--- config.mk ---
export PLATFORM = sky130hd
export DESIGN_NAME = yolo_post_ctrl_flat
export DESIGN_NICKNAME = d
export VERILOG_FILES = /design/src/rtl/yolo_post_pkg.sv /design/src/rtl/yolo_post_ctrl_if.sv /design/src/rtl/yolo_post_ctrl.sv /design/src/flat_wrapper.sv
export SDC_FILE = /design/constraint.sdc
export NUM_CORES = 1
export LEC_CHECK = 0
export CORE_MARGIN = 2
export CORE_UTILIZATION = 40
export CTS_BUF_LIST = sky130_fd_sc_hd__clkbuf_2 sky130_fd_sc_hd__clkbuf_4 sky130_fd_sc_hd__clkbuf_8
export CTS_CLUSTER_DIAMETER = 40
export CTS_CLUSTER_SIZE = 12
export DETAILED_ROUTE_END_ITERATION = 6
export PLACE_DENSITY = 0.79
export SYNTH_ARGS = -nofsm -noshare
export SYNTH_HDL_FRONTEND = slang
export SYNTH_SLANG_ARGS = --single-unit
--- constraint.sdc ---
create_clock -name clk -period 2.5 [get_ports clk]
set_input_delay 0.5 -clock clk [delete_from_list [all_inputs] [get_ports clk]]
set_output_delay 0.5 -clock clk [all_outputs]
set_load 0.02 [all_outputs]
--- src/rtl/yolo_post_pkg.sv ---
// rtl/yolo_post_pkg.sv - shared constants, error bit indices and FSM states for the yolo_post frame sequencer
package yolo_post_pkg;

  localparam int NO_GRIDS    = 13;
  localparam int IMG_GRIDS   = 169;
  localparam int NO_BYTES    = 18;
  localparam int FRAME_BYTES = IMG_GRIDS * NO_BYTES;
  localparam int TIMEOUT_CYC = 64;

  localparam int BCNT_W = 12;
  localparam int GCNT_W = 8;
  localparam int TCNT_W = 7;

  localparam int ERR_EARLY_TLAST   = 0;
  localparam int ERR_MISSING_TLAST = 1;
  localparam int ERR_ABORT         = 2;
  localparam int ERR_TIMEOUT       = 3;

  typedef enum logic [2:0] {
    ST_IDLE,
    ST_STREAM,
    ST_FLUSH,
    ST_DRAIN,
    ST_DONE
  } state_t;

endpackage

--- src/rtl/yolo_post_ctrl_if.sv ---
// rtl/yolo_post_ctrl_if.sv - byte stream bundle between the upstream source, the sequencer and yolo_post
interface yolo_post_ctrl_if;

  logic       tvalid;
  logic [7:0] tdata;
  logic       tlast;
  logic       tready;

  modport master (output tvalid, output tdata, output tlast, input tready);
  modport slave  (input tvalid, input tdata, input tlast, output tready);

endinterface

--- src/rtl/yolo_post_ctrl.sv ---
// rtl/yolo_post_ctrl.sv - gates one frame at a time into yolo_post, pads short frames, latches the detection map
module yolo_post_ctrl
  import yolo_post_pkg::*;
(
  input  logic                 clk,
  input  logic                 rst_n,
  input  logic                 start,
  input  logic                 abort,
  yolo_post_ctrl_if.slave      s_axis,
  yolo_post_ctrl_if.master     m_axis,
  input  logic                 detect_valid,
  input  logic [IMG_GRIDS-1:0] row_det_flat,
  output logic [IMG_GRIDS-1:0] det_map,
  output logic                 busy,
  output logic                 frame_done,
  output logic [3:0]           err_flags,
  output logic [15:0]          frame_cnt
);

  localparam logic [BCNT_W-1:0] LAST_BYTE = BCNT_W'(FRAME_BYTES - 1);
  localparam logic [BCNT_W-1:0] FULL_CNT  = BCNT_W'(FRAME_BYTES);
  localparam logic [GCNT_W-1:0] LAST_GRID = GCNT_W'(IMG_GRIDS - 1);
  localparam logic [TCNT_W-1:0] TMO_LIMIT = TCNT_W'(TIMEOUT_CYC);

  state_t               r_state;
  logic [BCNT_W-1:0]    r_byte_cnt;
  logic [GCNT_W-1:0]    r_grid_cnt;
  logic [TCNT_W-1:0]    r_tmo_cnt;
  logic [3:0]           r_err;
  logic [IMG_GRIDS-1:0] r_det_map;
  logic [15:0]          r_frame_cnt;
  logic                 r_frame_done;
  logic [3:0]           r_err_flags;

  state_t     w_state_nxt;
  logic [3:0] w_err_nxt;
  logic       w_clear;
  logic       w_xfer;
  logic       w_s_tready;
  logic       w_m_tvalid;
  logic [7:0] w_m_tdata;
  logic       w_last_byte;
  logic       w_grid_done;
  logic       w_grid_count_en;

  assign w_last_byte     = (r_byte_cnt == LAST_BYTE);
  assign w_grid_done     = detect_valid && (r_grid_cnt == LAST_GRID);
  assign w_grid_count_en = detect_valid &&
                           ((r_state == ST_STREAM) || (r_state == ST_FLUSH) || (r_state == ST_DRAIN));

  always_comb begin
    w_state_nxt = r_state;
    w_err_nxt   = r_err;
    w_clear     = 1'b0;
    w_xfer      = 1'b0;
    w_s_tready  = 1'b0;
    w_m_tvalid  = 1'b0;
    w_m_tdata   = 8'd0;
    case (r_state)
      ST_IDLE: begin
        if (start && !abort) begin
          w_state_nxt = ST_STREAM;
          w_clear     = 1'b1;
          w_err_nxt   = 4'd0;
        end
      end
      ST_STREAM: begin
        w_m_tvalid = s_axis.tvalid;
        w_m_tdata  = s_axis.tdata;
        w_s_tready = m_axis.tready;
        w_xfer     = s_axis.tvalid && m_axis.tready;
        if (w_xfer && w_last_byte) begin
          // Full byte count reached: the frame is complete whatever tlast says.
          if (!s_axis.tlast) w_err_nxt[ERR_MISSING_TLAST] = 1'b1;
          w_state_nxt = ST_DRAIN;
        end else if (w_xfer && s_axis.tlast) begin
          w_err_nxt[ERR_EARLY_TLAST] = 1'b1;
          w_state_nxt = ST_FLUSH;
        end
        if (abort) begin
          w_err_nxt[ERR_ABORT] = 1'b1;
          if (w_state_nxt == ST_STREAM) w_state_nxt = ST_FLUSH;
        end
      end
      ST_FLUSH: begin
        // Zero padding keeps yolo_post's free-running byte/grid counters on the frame boundary.
        w_m_tvalid = (r_byte_cnt != FULL_CNT);
        w_xfer     = w_m_tvalid && m_axis.tready;
        if (!w_m_tvalid || (w_xfer && w_last_byte)) w_state_nxt = ST_DRAIN;
      end
      ST_DRAIN: begin
        if (w_grid_done) begin
          w_state_nxt = ST_DONE;
        end else if (r_tmo_cnt == TMO_LIMIT) begin
          w_err_nxt[ERR_TIMEOUT] = 1'b1;
          w_state_nxt = ST_DONE;
        end
      end
      ST_DONE: w_state_nxt = ST_IDLE;
      default: w_state_nxt = ST_IDLE;
    endcase
  end

  always_ff @(posedge clk or negedge rst_n) begin
    if (!rst_n) begin
      r_state      <= ST_IDLE;
      r_byte_cnt   <= '0;
      r_grid_cnt   <= '0;
      r_tmo_cnt    <= '0;
      r_err        <= '0;
      r_det_map    <= '0;
      r_frame_cnt  <= '0;
      r_frame_done <= 1'b0;
      r_err_flags  <= '0;
    end else begin
      r_state      <= w_state_nxt;
      r_err        <= w_err_nxt;
      r_frame_done <= 1'b0;
      r_err_flags  <= '0;

      if (w_clear)     r_byte_cnt <= '0;
      else if (w_xfer) r_byte_cnt <= r_byte_cnt + 1'b1;

      if (w_clear)              r_grid_cnt <= '0;
      else if (w_grid_count_en) r_grid_cnt <= r_grid_cnt + 1'b1;

      if (r_state == ST_DRAIN) r_tmo_cnt <= r_tmo_cnt + 1'b1;
      else                     r_tmo_cnt <= '0;

      if (w_state_nxt == ST_DONE) begin
        r_frame_done <= 1'b1;
        r_err_flags  <= w_err_nxt;
        if (w_err_nxt == 4'd0) begin
          r_det_map   <= row_det_flat;
          r_frame_cnt <= r_frame_cnt + 1'b1;
        end
      end
    end
  end

  assign s_axis.tready = w_s_tready;
  assign m_axis.tvalid = w_m_tvalid;
  assign m_axis.tdata  = w_m_tdata;
  assign m_axis.tlast  = w_m_tvalid && w_last_byte;

  assign det_map    = r_det_map;
  assign busy       = (r_state != ST_IDLE);
  assign frame_done = r_frame_done;
  assign err_flags  = r_err_flags;
  assign frame_cnt  = r_frame_cnt;

endmodule

--- src/flat_wrapper.sv ---
// flat-port wrapper written by rule: the top's interface ports become plain ports
module yolo_post_ctrl_flat import yolo_post_pkg::*;
  (clk, rst_n, start, abort, detect_valid, row_det_flat, det_map, busy, frame_done, err_flags, frame_cnt, s_axis_tvalid, s_axis_tdata, s_axis_tlast, s_axis_tready, m_axis_tvalid, m_axis_tdata, m_axis_tlast, m_axis_tready);
  yolo_post_ctrl_if s_axis_i ();
  yolo_post_ctrl_if m_axis_i ();
  input  logic clk;
  input  logic rst_n;
  input  logic start;
  input  logic abort;
  input  logic detect_valid;
  input  logic [IMG_GRIDS-1:0] row_det_flat;
  output logic [IMG_GRIDS-1:0] det_map;
  output logic busy;
  output logic frame_done;
  output logic [3:0] err_flags;
  output logic [15:0] frame_cnt;
  input wire logic [$bits(s_axis_i.tvalid)-1:0] s_axis_tvalid;
  input wire logic [$bits(s_axis_i.tdata)-1:0] s_axis_tdata;
  input wire logic [$bits(s_axis_i.tlast)-1:0] s_axis_tlast;
  output wire logic [$bits(s_axis_i.tready)-1:0] s_axis_tready;
  output wire logic [$bits(m_axis_i.tvalid)-1:0] m_axis_tvalid;
  output wire logic [$bits(m_axis_i.tdata)-1:0] m_axis_tdata;
  output wire logic [$bits(m_axis_i.tlast)-1:0] m_axis_tlast;
  input wire logic [$bits(m_axis_i.tready)-1:0] m_axis_tready;
  assign s_axis_i.tvalid = s_axis_tvalid;
  assign s_axis_i.tdata = s_axis_tdata;
  assign s_axis_i.tlast = s_axis_tlast;
  assign s_axis_tready = s_axis_i.tready;
  assign m_axis_tvalid = m_axis_i.tvalid;
  assign m_axis_tdata = m_axis_i.tdata;
  assign m_axis_tlast = m_axis_i.tlast;
  assign m_axis_i.tready = m_axis_tready;
  yolo_post_ctrl u_core (.clk(clk), .rst_n(rst_n), .start(start), .abort(abort), .s_axis(s_axis_i), .m_axis(m_axis_i), .detect_valid(detect_valid), .row_det_flat(row_det_flat), .det_map(det_map), .busy(busy), .frame_done(frame_done), .err_flags(err_flags), .frame_cnt(frame_cnt));
endmodule
Word level (Yosys, flattened, before mapping)
Index checks and enable logic that the tools add are counted.

Flip-flop bits (word level): 224. Bits in latches: 0. RAM bits: 0. ROM bits: 0. Input bits: 185. Logic and storage cells: 75. Memories: 0.

Add/subtract/negate cells: 4. Multipliers: 0. Divide/modulo/power cells: 0. $lt $le $gt $ge: 0. Equal/unequal tests: 9. Shifts and indexed selects: 0. Multiplexer cells: 33. Bitwise operators: 0. Reduce and logical (&&, ||, !) cells: 20.

Operators with widths (number): 2-to-1 mux 3 bit (9); 2-to-1 mux 12 bit (2); 2-to-1 mux 8 bit (3); adder 16 x 1 -> 16 bit, second input constant (1); adder 12 x 1 -> 12 bit, second input constant (1); == test 12 bit, second input constant (1); != test 12 bit, second input constant (1); one-hot mux 3 bit (4 select lines) (1); 2-to-1 mux 1 bit (11); logical AND 1 bit (9); adder 8 x 1 -> 8 bit, second input constant (1); == test 8 bit, second input constant (1); 2-to-1 mux 4 bit (2); adder 7 x 1 -> 7 bit, second input constant (1); == test 7 bit, second input constant (1); 2-to-1 mux 7 bit (1); == test 3 x 1 -> 1 bit, second input constant (2); == test 3 x 2 -> 1 bit, second input constant (2); one-hot mux 1 bit (2 select lines) (3); one-hot mux 3 bit (2 select lines) (1); logical NOT 4 bit (1); nonzero test 2 bit (2); == test 3 bit, second input constant (1); logical NOT 3 bit (1); 4 further kinds (7).

Longest topological paths before layout
Gate-level depths: netlist of run 1.

Depth after elaboration: 11. Depth in mapped cells: 11. Depth with buffers taken out: 8.

Worst setup path after synthesis of run 1
Ideal clock, no wire load.

Kind: register -> register. From: reg u_core.r_byte_cnt[2]. To: reg u_core.r_frame_cnt[1] (netlist: u_core.frame_cnt[1]). Arrival: 2352 ps. Path slack: 31 ps. Cell stages (with the launch flop): 10. Path buffers: 3. Clock period less this slack: 2469 ps. Path through: dfrtp_1 or3_1 or4_4 o32a_4 and3_1 buf_6 buf_6 buf_6 nand2_1 nand2_1.

Word-level cells in the longest chain between the ends: 10.

Ends and longest elaborated chain: from (decl) (line yolo_post_ctrl.sv:26) `logic [BCNT_W-1:0] r_byte_cnt;`; from (signal assigned) (line yolo_post_ctrl.sv:122) `else if (w_xfer) r_byte_cnt <= r_byte_cnt + 1'b1;`; == test 12 bit (line yolo_post_ctrl.sv:46) `assign w_last_byte = (r_byte_cnt == LAST_BYTE);`; logical AND 1 bit (line yolo_post_ctrl.sv:72) `if (w_xfer && w_last_byte) begin`; 2-to-1 mux 3 bit (line yolo_post_ctrl.sv:72); 2-to-1 mux 3 bit (line yolo_post_ctrl.sv:59) `case (r_state)`; == test 3 x 1 -> 1 bit (line yolo_post_ctrl.sv:82) `if (w_state_nxt == ST_STREAM) w_state_nxt = ST_FLUSH;`; 2-to-1 mux 3 bit (line yolo_post_ctrl.sv:82); 2-to-1 mux 3 bit (line yolo_post_ctrl.sv:80) `if (abort) begin`; one-hot mux 3 bit (4 select lines) (line yolo_post_ctrl.sv:59); == test 3 bit (line yolo_post_ctrl.sv:130) `if (w_state_nxt == ST_DONE) begin`; AND reduction 2 bit (no line) *; to (signal assigned) (line yolo_post_ctrl.sv:135) `r_frame_cnt <= r_frame_cnt + 1'b1;`; to (decl) (line yolo_post_ctrl.sv:31) `logic [15:0] r_frame_cnt;`.

Mark *: on every way between the ends. The rest lies on a longest branch, timed or not. The select of a mux whose other input is x is not followed. A chain may end at the register's enable or synchronous reset.

Worst setup path in the final report of run 1
From: reg u_core.r_byte_cnt[2]. To: out m_axis_tlast.

Word-level cells in the longest chain between the ends: 3.

Ends and longest elaborated chain: != test 12 bit (line yolo_post_ctrl.sv:87) `w_m_tvalid = (r_byte_cnt != FULL_CNT);`; one-hot mux 1 bit (2 select lines) (line yolo_post_ctrl.sv:59); logical AND 1 bit * (line yolo_post_ctrl.sv:144) `assign m_axis.tlast = w_m_tvalid && w_last_byte;`; to (decl) (line flat_wrapper.sv:23) `output wire logic [$bits(m_axis_i.tlast)-1:0] m_axis_tlast;`.

Mark *: on every way between the ends. The rest lies on a longest branch, timed or not.

==> summary.txt, run 1 <==
Synth
  • Most frequent cell after synthesis: sky130_fd_sc_hd__nand2_1
  • Async set-or-reset flop fraction in the synthesized netlist: 100%
  • Number of synthesized flops with an enable pin: 0
  • Nets in the synthesized netlist: 1194
  • Count of distinct cell types in the synthesized netlist: 39
  • Biggest area contributors in the synthesized netlist: sky130_fd_sc_hd__dfrtp_1 61%, sky130_fd_sc_hd__nand2_1 22%, sky130_fd_sc_hd__buf_6 2.2%
  • Cell type contributing the most total cell area after synthesis: sky130_fd_sc_hd__dfrtp_1
  • Post-synthesis compound-gate area fraction: 2.41%
  • Warnings from Yosys: 0
  • Syn_area_per_cell: 9.20 sq um
  • Number of instances in the synthesized netlist: 1001
  • Leading cell types by count after synthesis: 532 x sky130_fd_sc_hd__nand2_1, 224 x sky130_fd_sc_hd__dfrtp_1, 30 x sky130_fd_sc_hd__nor2_1
  • Post-synthesis share of cell area spent on xor and xnor gates: 2.95%
  • FF+latch count, synth: 224
  • Sequential cell area fraction in the yosys report: 60.9%
  • Post-Synthesis Cell Area: between 0.009 and 0.01 sq mm
  • Post-synthesis adder-cell area fraction: 1.09%
  • Yosys top cell area share: 60.9%
  • Combinational family with the most area after synthesis: simple AND/OR/NAND/NOR gates
  • Most frequently used flop master after synthesis: sky130_fd_sc_hd__dfrtp_1
  • Area share of and/or/nand/nor cells after synthesis: 28.3%
  • Portion of netlist area occupied by mux cells: 0.109%

Placement
  • Place WS: -0.0161 ns
  • Detailed placement HPWL: approximately 20000 um
  • # placed instances: 1676
  • Count of buffers from port buffering: slightly below 400
  • Placed Instance Area: 0.0137 sq mm
  • Final Wtd Congestion: 0.845

Layout
  • Fraction of layout instances using a drive strength above 1: 9.04%
  • Finished Layout Cells: 1745
  • Layout Cell Area excl Fill: 0.0146 sq mm
  • Fill cells: 1755
  • Antenna diodes: 0
  • Post-synthesis to final-layout area growth: 58.2%
  • Layout Nets: 1626
  • Final Core Density: ~64%

Route
  • Vias: 8261
  • Final antenna-violating net count: 0
  • DRC violation total after the first TritonRoute iteration: 529
  • Total length of routed wires: 27100 um
  • Number of search-and-repair iterations in the first detailed-routing pass: 7
  • Mean number of vias per cell: 4.73
  • Wire length per cell after detailed routing: around 16 um
  • Drc violations: 2

CTS
  • Root Driver: sky130_fd_sc_hd__clkbuf_8
  • Clock H-tree levels: 2
  • Num CTS Buffers: 36
  • Worst-path clk slew: 0.07 ns
  • Deepest clock path buffer count: 3
  • TritonCTS clock tree: yes
  • TritonCTS sink count: 224
  • Source-to-sink clock delay at the later pin of the worst-skew pair: 0.53 ns

Setup path
  • Worst r2r dst: u_core.det_map[3]
  • Start point of the critical path: u_core.r_byte_cnt[2]
  • Critical path launch point type: flip-flop
  • Critical path data arrival time: 2.05 ns
  • R2r worst-path depth: 7
  • Worst-case register-to-register setup slack: about 0.070 ns
  • Critical path class: flip-flop to primary output
  • WP data required: about 2.0 ns
  • Largest fanout of any net on the critical path: 5
  • CP endpoint: m_axis_tlast
  • Reg-to-reg critical path startpoint: u_core.r_byte_cnt[2]
  • CP Capture Type: primary output

STA
  • Peak Freq: 392 MHz
  • Final critical-path share of the clock period: 102%
  • Setup repair after global routing missed its margin: yes
  • Tightest Pin Transition: 0.601 ns
  • Largest clock skew in the final design: 0.0177 ns
  • Hold violation count in the final report: 0
  • Setup violators final: 1
  • TNS Setup: -0.0500 ns
  • Worst Hold Slack: between 0.4 and 0.5 ns
  • Final number of max-transition violations: 0
  • Final WS setup: -0.0500 ns
  • Final critical path time including I/O delays and setup: 2.55 ns
  • Max-slew headroom: between 50% and 60%

Outcome
  • Failing checks: design-rule violations, negative setup slack
  • Run status: finished with violations

Floorplanning
  • Die extent in x: 156 um
  • Height of the die: 156 um
  • Effective utilization at floorplan: between 40% and 50%
  • Total Die Area: 0.0242 sq mm
  • Count of boundary I/O pins: roughly 390
  • Core Footprint: 0.0226 sq mm
  • Floorplan row count: 55

Global route
  • Most crowded layer after global routing: met2
  • Number of antenna violations at the first check in global routing: 0
  • Met2 layer usage reported by global route: 38.2%
  • GRT Residual Overflow: 0
  • Pin count of the biggest net entering global routing: 78
  • Met1 Use GR: 25.9%
  • Global Route met3 Usage: 6.56%
  • GR Util All Layers: between 20 and 25%
  • Wire length of the first global-routing pass: approximately 43000 um
  • Number of global-route vias before repair: 8429

Pwr
  • Switching power total: 2.13 mW
  • Power consumption: 8.49 mW
  • Power Internal: roughly 6.4 mW
  • Total power per unit cell area: ~600 mW/mm^2
  • Sw Share: 25.1%
  • Proportion of power drawn by flip-flops and latches: 45.3%
  • Clock Power Share: 42.6%
  • Logic pwr share: around an eighth
  • Leakage power of the design: 7.31 nW
  • Highest ir drop seen on vdd: approximately 0.00047 V

Hold path
  • Hold Path Class: flip-flop to flip-flop

Job
  • Max-cap violations: 0
-- layer usage --
metal	wire [um]	share of wire [%]
met1	10400	38
met4	1110	4.1
met2	13500	50
met5	0	0
met3	2120	7.8
-- worst min path at each step --
stage                   startpoint                   to  slack [ns]  cells past startpoint
6_report       u_core.det_map[103]  u_core.det_map[103]        0.46                      2
5_1_grt          row_det_flat[153]  u_core.det_map[153]        0.47                      3
4_1_cts          row_det_flat[153]  u_core.det_map[153]        0.46                      3
3_5_place_dp   u_core.det_map[123]  u_core.det_map[123]        0.45                      2
3_3_place_gp    u_core.det_map[59]   u_core.det_map[59]        0.45                      2
2_1_floorplan                rst_n    u_core.det_map[0]        0.20                      0
-- logic make-up (layout without fill, tap and decap cells) --
| logic type | after synthesis | in the layout |
|---|---|---|
| mux | 1 | 1 |
| buf+inv | 61 | 520 |
| simple gates | 643 | 643 |
| xor+xnor | 31 | 31 |
| fa+ha+maj | 8 | 8 |
| flops | 224 | 224 |
| compound gates | 33 | 33 |
-- layout make-up --
| cell class | count | area [sq um] | area share, % |
|---|---|---|---|
| multi-input cells | 716 | 3270 | 22.4 |
| flip-flops and latches | 224 | 5610 | 38.5 |
| inverters | 16 | 60.1 | 0.413 |
| repair buffers | 439 | 4430 | 30.4 |
| well taps | 285 | 357 | 2.45 |
| clock inverters | 20 | 249 | 1.71 |
| clock buffers | 45 | 588 | 4.04 |
-- power by group through the flow --
stage,combinational [mW],sequential [mW],clock (mW)
global route,1.14,3.86,3.90
CTS,1.03,3.84,3.73
global placement,0.984,3.90,0
detailed placement,1.00,3.91,0
floorplan,0.351,3.92,0
finish,1.03,3.84,3.62
-- registers in the layout, summed over array words and instances (netlist names) --
| signal | cells |
|---|---|
| u_core.err_flags | 4 |
| u_core.r_tmo_cnt | 7 |
| u_core.r_byte_cnt | 12 |
| u_core.r_state | 3 |
| u_core.r_err | 4 |
| u_core.det_map | 169 |
| u_core.frame_cnt | 16 |
| u_core.frame_done | 1 |
| u_core.r_grid_cnt | 8 |
-- worst max-delay path: stages, from the launching register on --
cell and delay (ns):
sky130_fd_sc_hd__dfrtp_1 0.37, sky130_fd_sc_hd__or3_4 0.41, sky130_fd_sc_hd__or4_4 0.47, sky130_fd_sc_hd__nor2b_1 0.13
sky130_fd_sc_hd__buf_4 0.15
-- what timing repair did --
action / CTS / global route
setup buffers: 2 / 1
hold endpoints to repair: 71 / 0
pin swaps: 5 / 1
gates resized for setup: 26 / 5
setup endpoints to repair: 13 / 69
hold buffers: 1 / 0
cloned: 0 / 0
-- placed cells by master, fill, tap and decap left out, types with 6 or more instances in the layout --
master	synthesis	layout
sky130_fd_sc_hd__nand2_1	532	531
sky130_fd_sc_hd__clkdlybuf4s50_1	0	373
sky130_fd_sc_hd__dfrtp_1	224	224
sky130_fd_sc_hd__clkbuf_8	0	40
sky130_fd_sc_hd__buf_4	0	37
sky130_fd_sc_hd__nor2_1	30	30
sky130_fd_sc_hd__xor2_1	19	19
sky130_fd_sc_hd__nand3_1	19	17
sky130_fd_sc_hd__inv_1	16	16
sky130_fd_sc_hd__buf_12	0	13
sky130_fd_sc_hd__xnor2_1	12	12
sky130_fd_sc_hd__nor3_1	11	10
sky130_fd_sc_hd__a21oi_1	10	10
sky130_fd_sc_hd__and2_1	10	10
sky130_fd_sc_hd__o21ai_0	9	9
sky130_fd_sc_hd__dlygate4sd2_1	0	9
sky130_fd_sc_hd__ha_1	8	8
sky130_fd_sc_hd__and3_1	8	7
sky130_fd_sc_hd__inv_6	0	7
sky130_fd_sc_hd__nor2b_1	6	6
sky130_fd_sc_hd__nand4_1	6	6
No activity file was read; power rests on OpenSTA's default activity.
==> run 2: changes to the inputs <==
Settings changed: ABC_CLOCK_PERIOD_IN_PS from default to 2500, REMOVE_ABC_BUFFERS from default to 1.
==> run 2 against run 1 <==
Core utilization grew 0.061 points. Hold slack improved by 0.0011 ns. Non-clock buffer count grew 10. Combinational power hardly changed. Routed wire length rose by 1.7%. Power down 3.7%. Clock skew increased by 0.0081 ns. Register-to-register slack hardly changed. The run ends with negative setup slack left. Critical endpoint unchanged. Global-route usage is 0.22 points higher. Critical path depth grew 2.
==> summary.txt, run 2 (synthesis results as in run 1) <==
STA
  • Final critical-path share of the clock period: 101%
  • Peak Freq: between 300 and 400 MHz
  • Setup violators final: 1
  • Max-slew headroom: 58.5%
  • Final WS setup: -0.0270 ns
  • Final critical path time including I/O delays and setup: 2.53 ns
  • TNS Setup: -0.0270 ns
  • Tightest Pin Transition: between 0.6 and 0.7 ns
  • Largest clock skew in the final design: roughly 0.026 ns
  • Setup repair after global routing missed its margin: yes
  • Hold violation count in the final report: 0
  • Final number of max-transition violations: 0

Floorplanning
  • Count of boundary I/O pins: 387
  • Total Die Area: 0.0242 sq mm
  • Core Footprint: 0.0226 sq mm
  • Height of the die: about 160 um
  • Die extent in x: around 160 um
  • Floorplan row count: 55
  • Effective utilization at floorplan: ~41%

Setup path
  • Critical path launch point type: flip-flop
  • Critical path class: flip-flop to primary output
  • Critical path data arrival time: between 2 and 2.5 ns
  • WP data required: 2.00 ns
  • R2r worst-path depth: 8
  • Reg-to-reg critical path startpoint: u_core.r_byte_cnt[2]
  • Start point of the critical path: u_core.r_byte_cnt[6]
  • CP Capture Type: primary output
  • Largest fanout of any net on the critical path: 4

Route
  • Final antenna-violating net count: 0
  • DRC violation total after the first TritonRoute iteration: ~450
  • Wire length per cell after detailed routing: 15.7 um
  • Total length of routed wires: 27600 um
  • Vias: 8406
  • Number of search-and-repair iterations in the first detailed-routing pass: 5
  • Mean number of vias per cell: 4.80
  • Drc violations: 0

Layout
  • Fraction of layout instances using a drive strength above 1: 9.76%
  • Layout Nets: 1634
  • Highest-count cells in the layout ignoring fill and taps: 531 x sky130_fd_sc_hd__nand2_1, 373 x sky130_fd_sc_hd__clkdlybuf4s50_1, 223 x sky130_fd_sc_hd__dfrtp_1
  • Layout Cell Area excl Fill: 0.0146 sq mm
  • Post-synthesis to final-layout area growth: 58.3%
  • Largest register FFs: 169
  • Leading cell type in the layout, fill and taps excluded: sky130_fd_sc_hd__nand2_1

Hold path
  • Hold Path Class: flip-flop to flip-flop
  • Worst Hold Launch: u_core.det_map[60]
  • Worst hold stages: 2

Placement
  • Final Wtd Congestion: 0.850
  • Count of buffers from port buffering: 386
  • Detailed placement HPWL: 19600 um
  • Placed Instance Area: 0.0136 sq mm

Job
  • Max-cap violations: 0

CTS
  • Root Driver: sky130_fd_sc_hd__clkbuf_8
  • TritonCTS clock tree: yes
  • Source-to-sink clock delay at the later pin of the worst-skew pair: 0.51 ns
  • Deepest clock path buffer count: 3
  • Worst-path clk slew: around 0.07 ns
  • Num CTS Buffers: 34
  • TritonCTS sink count: 224
  • Clock H-tree levels: 2

Pwr
  • Leakage power of the design: 7.29 nW
  • Highest ir drop seen on vdd: between 0.0004 and 0.0005 V
  • Clock Power Share: 40.0%
  • Switching power total: 2.10 mW
  • Power consumption: about 8 mW
  • Sw Share: approximately a quarter
  • Total power per unit cell area: 561 mW/mm^2
  • Proportion of power drawn by flip-flops and latches: 47.1%
  • Logic pwr share: 12.8%
  • Power Internal: 6.07 mW

Global route
  • GRT Residual Overflow: 0
  • GR Util All Layers: between 20% and 30%
  • Number of global-route vias before repair: 8512
  • Pin count of the biggest net entering global routing: 76
  • Number of antenna violations at the first check in global routing: 2
  • Wire length of the first global-routing pass: 43500 um

Outcome
  • Run status: finished with violations
  • Failing checks: negative setup slack
## run 2: worst paths after layout
kind	to	slack (ns)
max	m_axis_tlast	-0.03
min	u_core.det_map[60]	0.47
max reg2reg	u_core.det_map[132]	0.06
min reg2reg	u_core.det_map[60]	0.47
max in group asynchronous	u_core.r_grid_cnt[7]	1.15
min in group asynchronous	u_core.det_map[71]	0.57
## run 2: critical path, stage by stage, from the launching register on
cell and delay (ns):
sky130_fd_sc_hd__dfrtp_1 0.36, sky130_fd_sc_hd__nand4_1 0.25, sky130_fd_sc_hd__nor4_4 0.34, sky130_fd_sc_hd__nand2_1 0.09, sky130_fd_sc_hd__a22o_1 0.21, sky130_fd_sc_hd__nor2b_1 0.13, sky130_fd_sc_hd__buf_4 0.15
## run 2: area by class of cell
class                           count  area (sq um)
Fill cell                        1820          8070
Sequential cell                   224          5610
Timing Repair Buffer              449          4480
Multi-Input combinational cell    716          3310
Clock buffer                       42           566
Tap cell                          285           357
Clock inverter                     18           184
Inverter                           16          60.1
Antenna cell                        2          5.00
## run 2: repair_timing
| item | CTS | global route |
|---|---|---|
| setup buffers | 7 | 4 |
| cloned | 0 | 1 |
| setup endpoints to repair | 11 | 31 |
| resized for setup | 24 | 14 |
| endpoints found under the hold margin | 67 | 0 |
| pin swaps | 5 | 4 |
| hold buffers | 1 | 0 |
## run 2: power by group through the flow
stage	Clock, mW	Sequential (mW)	Combinational, mW
after floorplan	0	3.93	0.334
after global placement	0	3.90	0.960
after detailed placement	0	3.91	0.985
after CTS	3.36	3.85	1.02
after global routing	3.54	3.87	1.16
final	3.27	3.85	1.05
## run 2: metrics by stage
stage	hold WS, ns	worst slack, ns	cells	utilization, %
floorplan	0.204	-2.93	956	-
global placement	0.448	-0.0142	1678	60.2
detailed placement	0.454	-0.00482	1678	60.2
CTS	0.470	-0.0426	1746	63.8
global route	0.482	-0.185	1752	64.4
finish	0.465	-0.0270	1752	64.4
## run 2: per-layer routing
metal	global-route usage, %	part of all wire [%]
met5	0	0
met4	8.43	3.8
met3	6.86	7.7
met2	38.7	50
met1	26.3	38
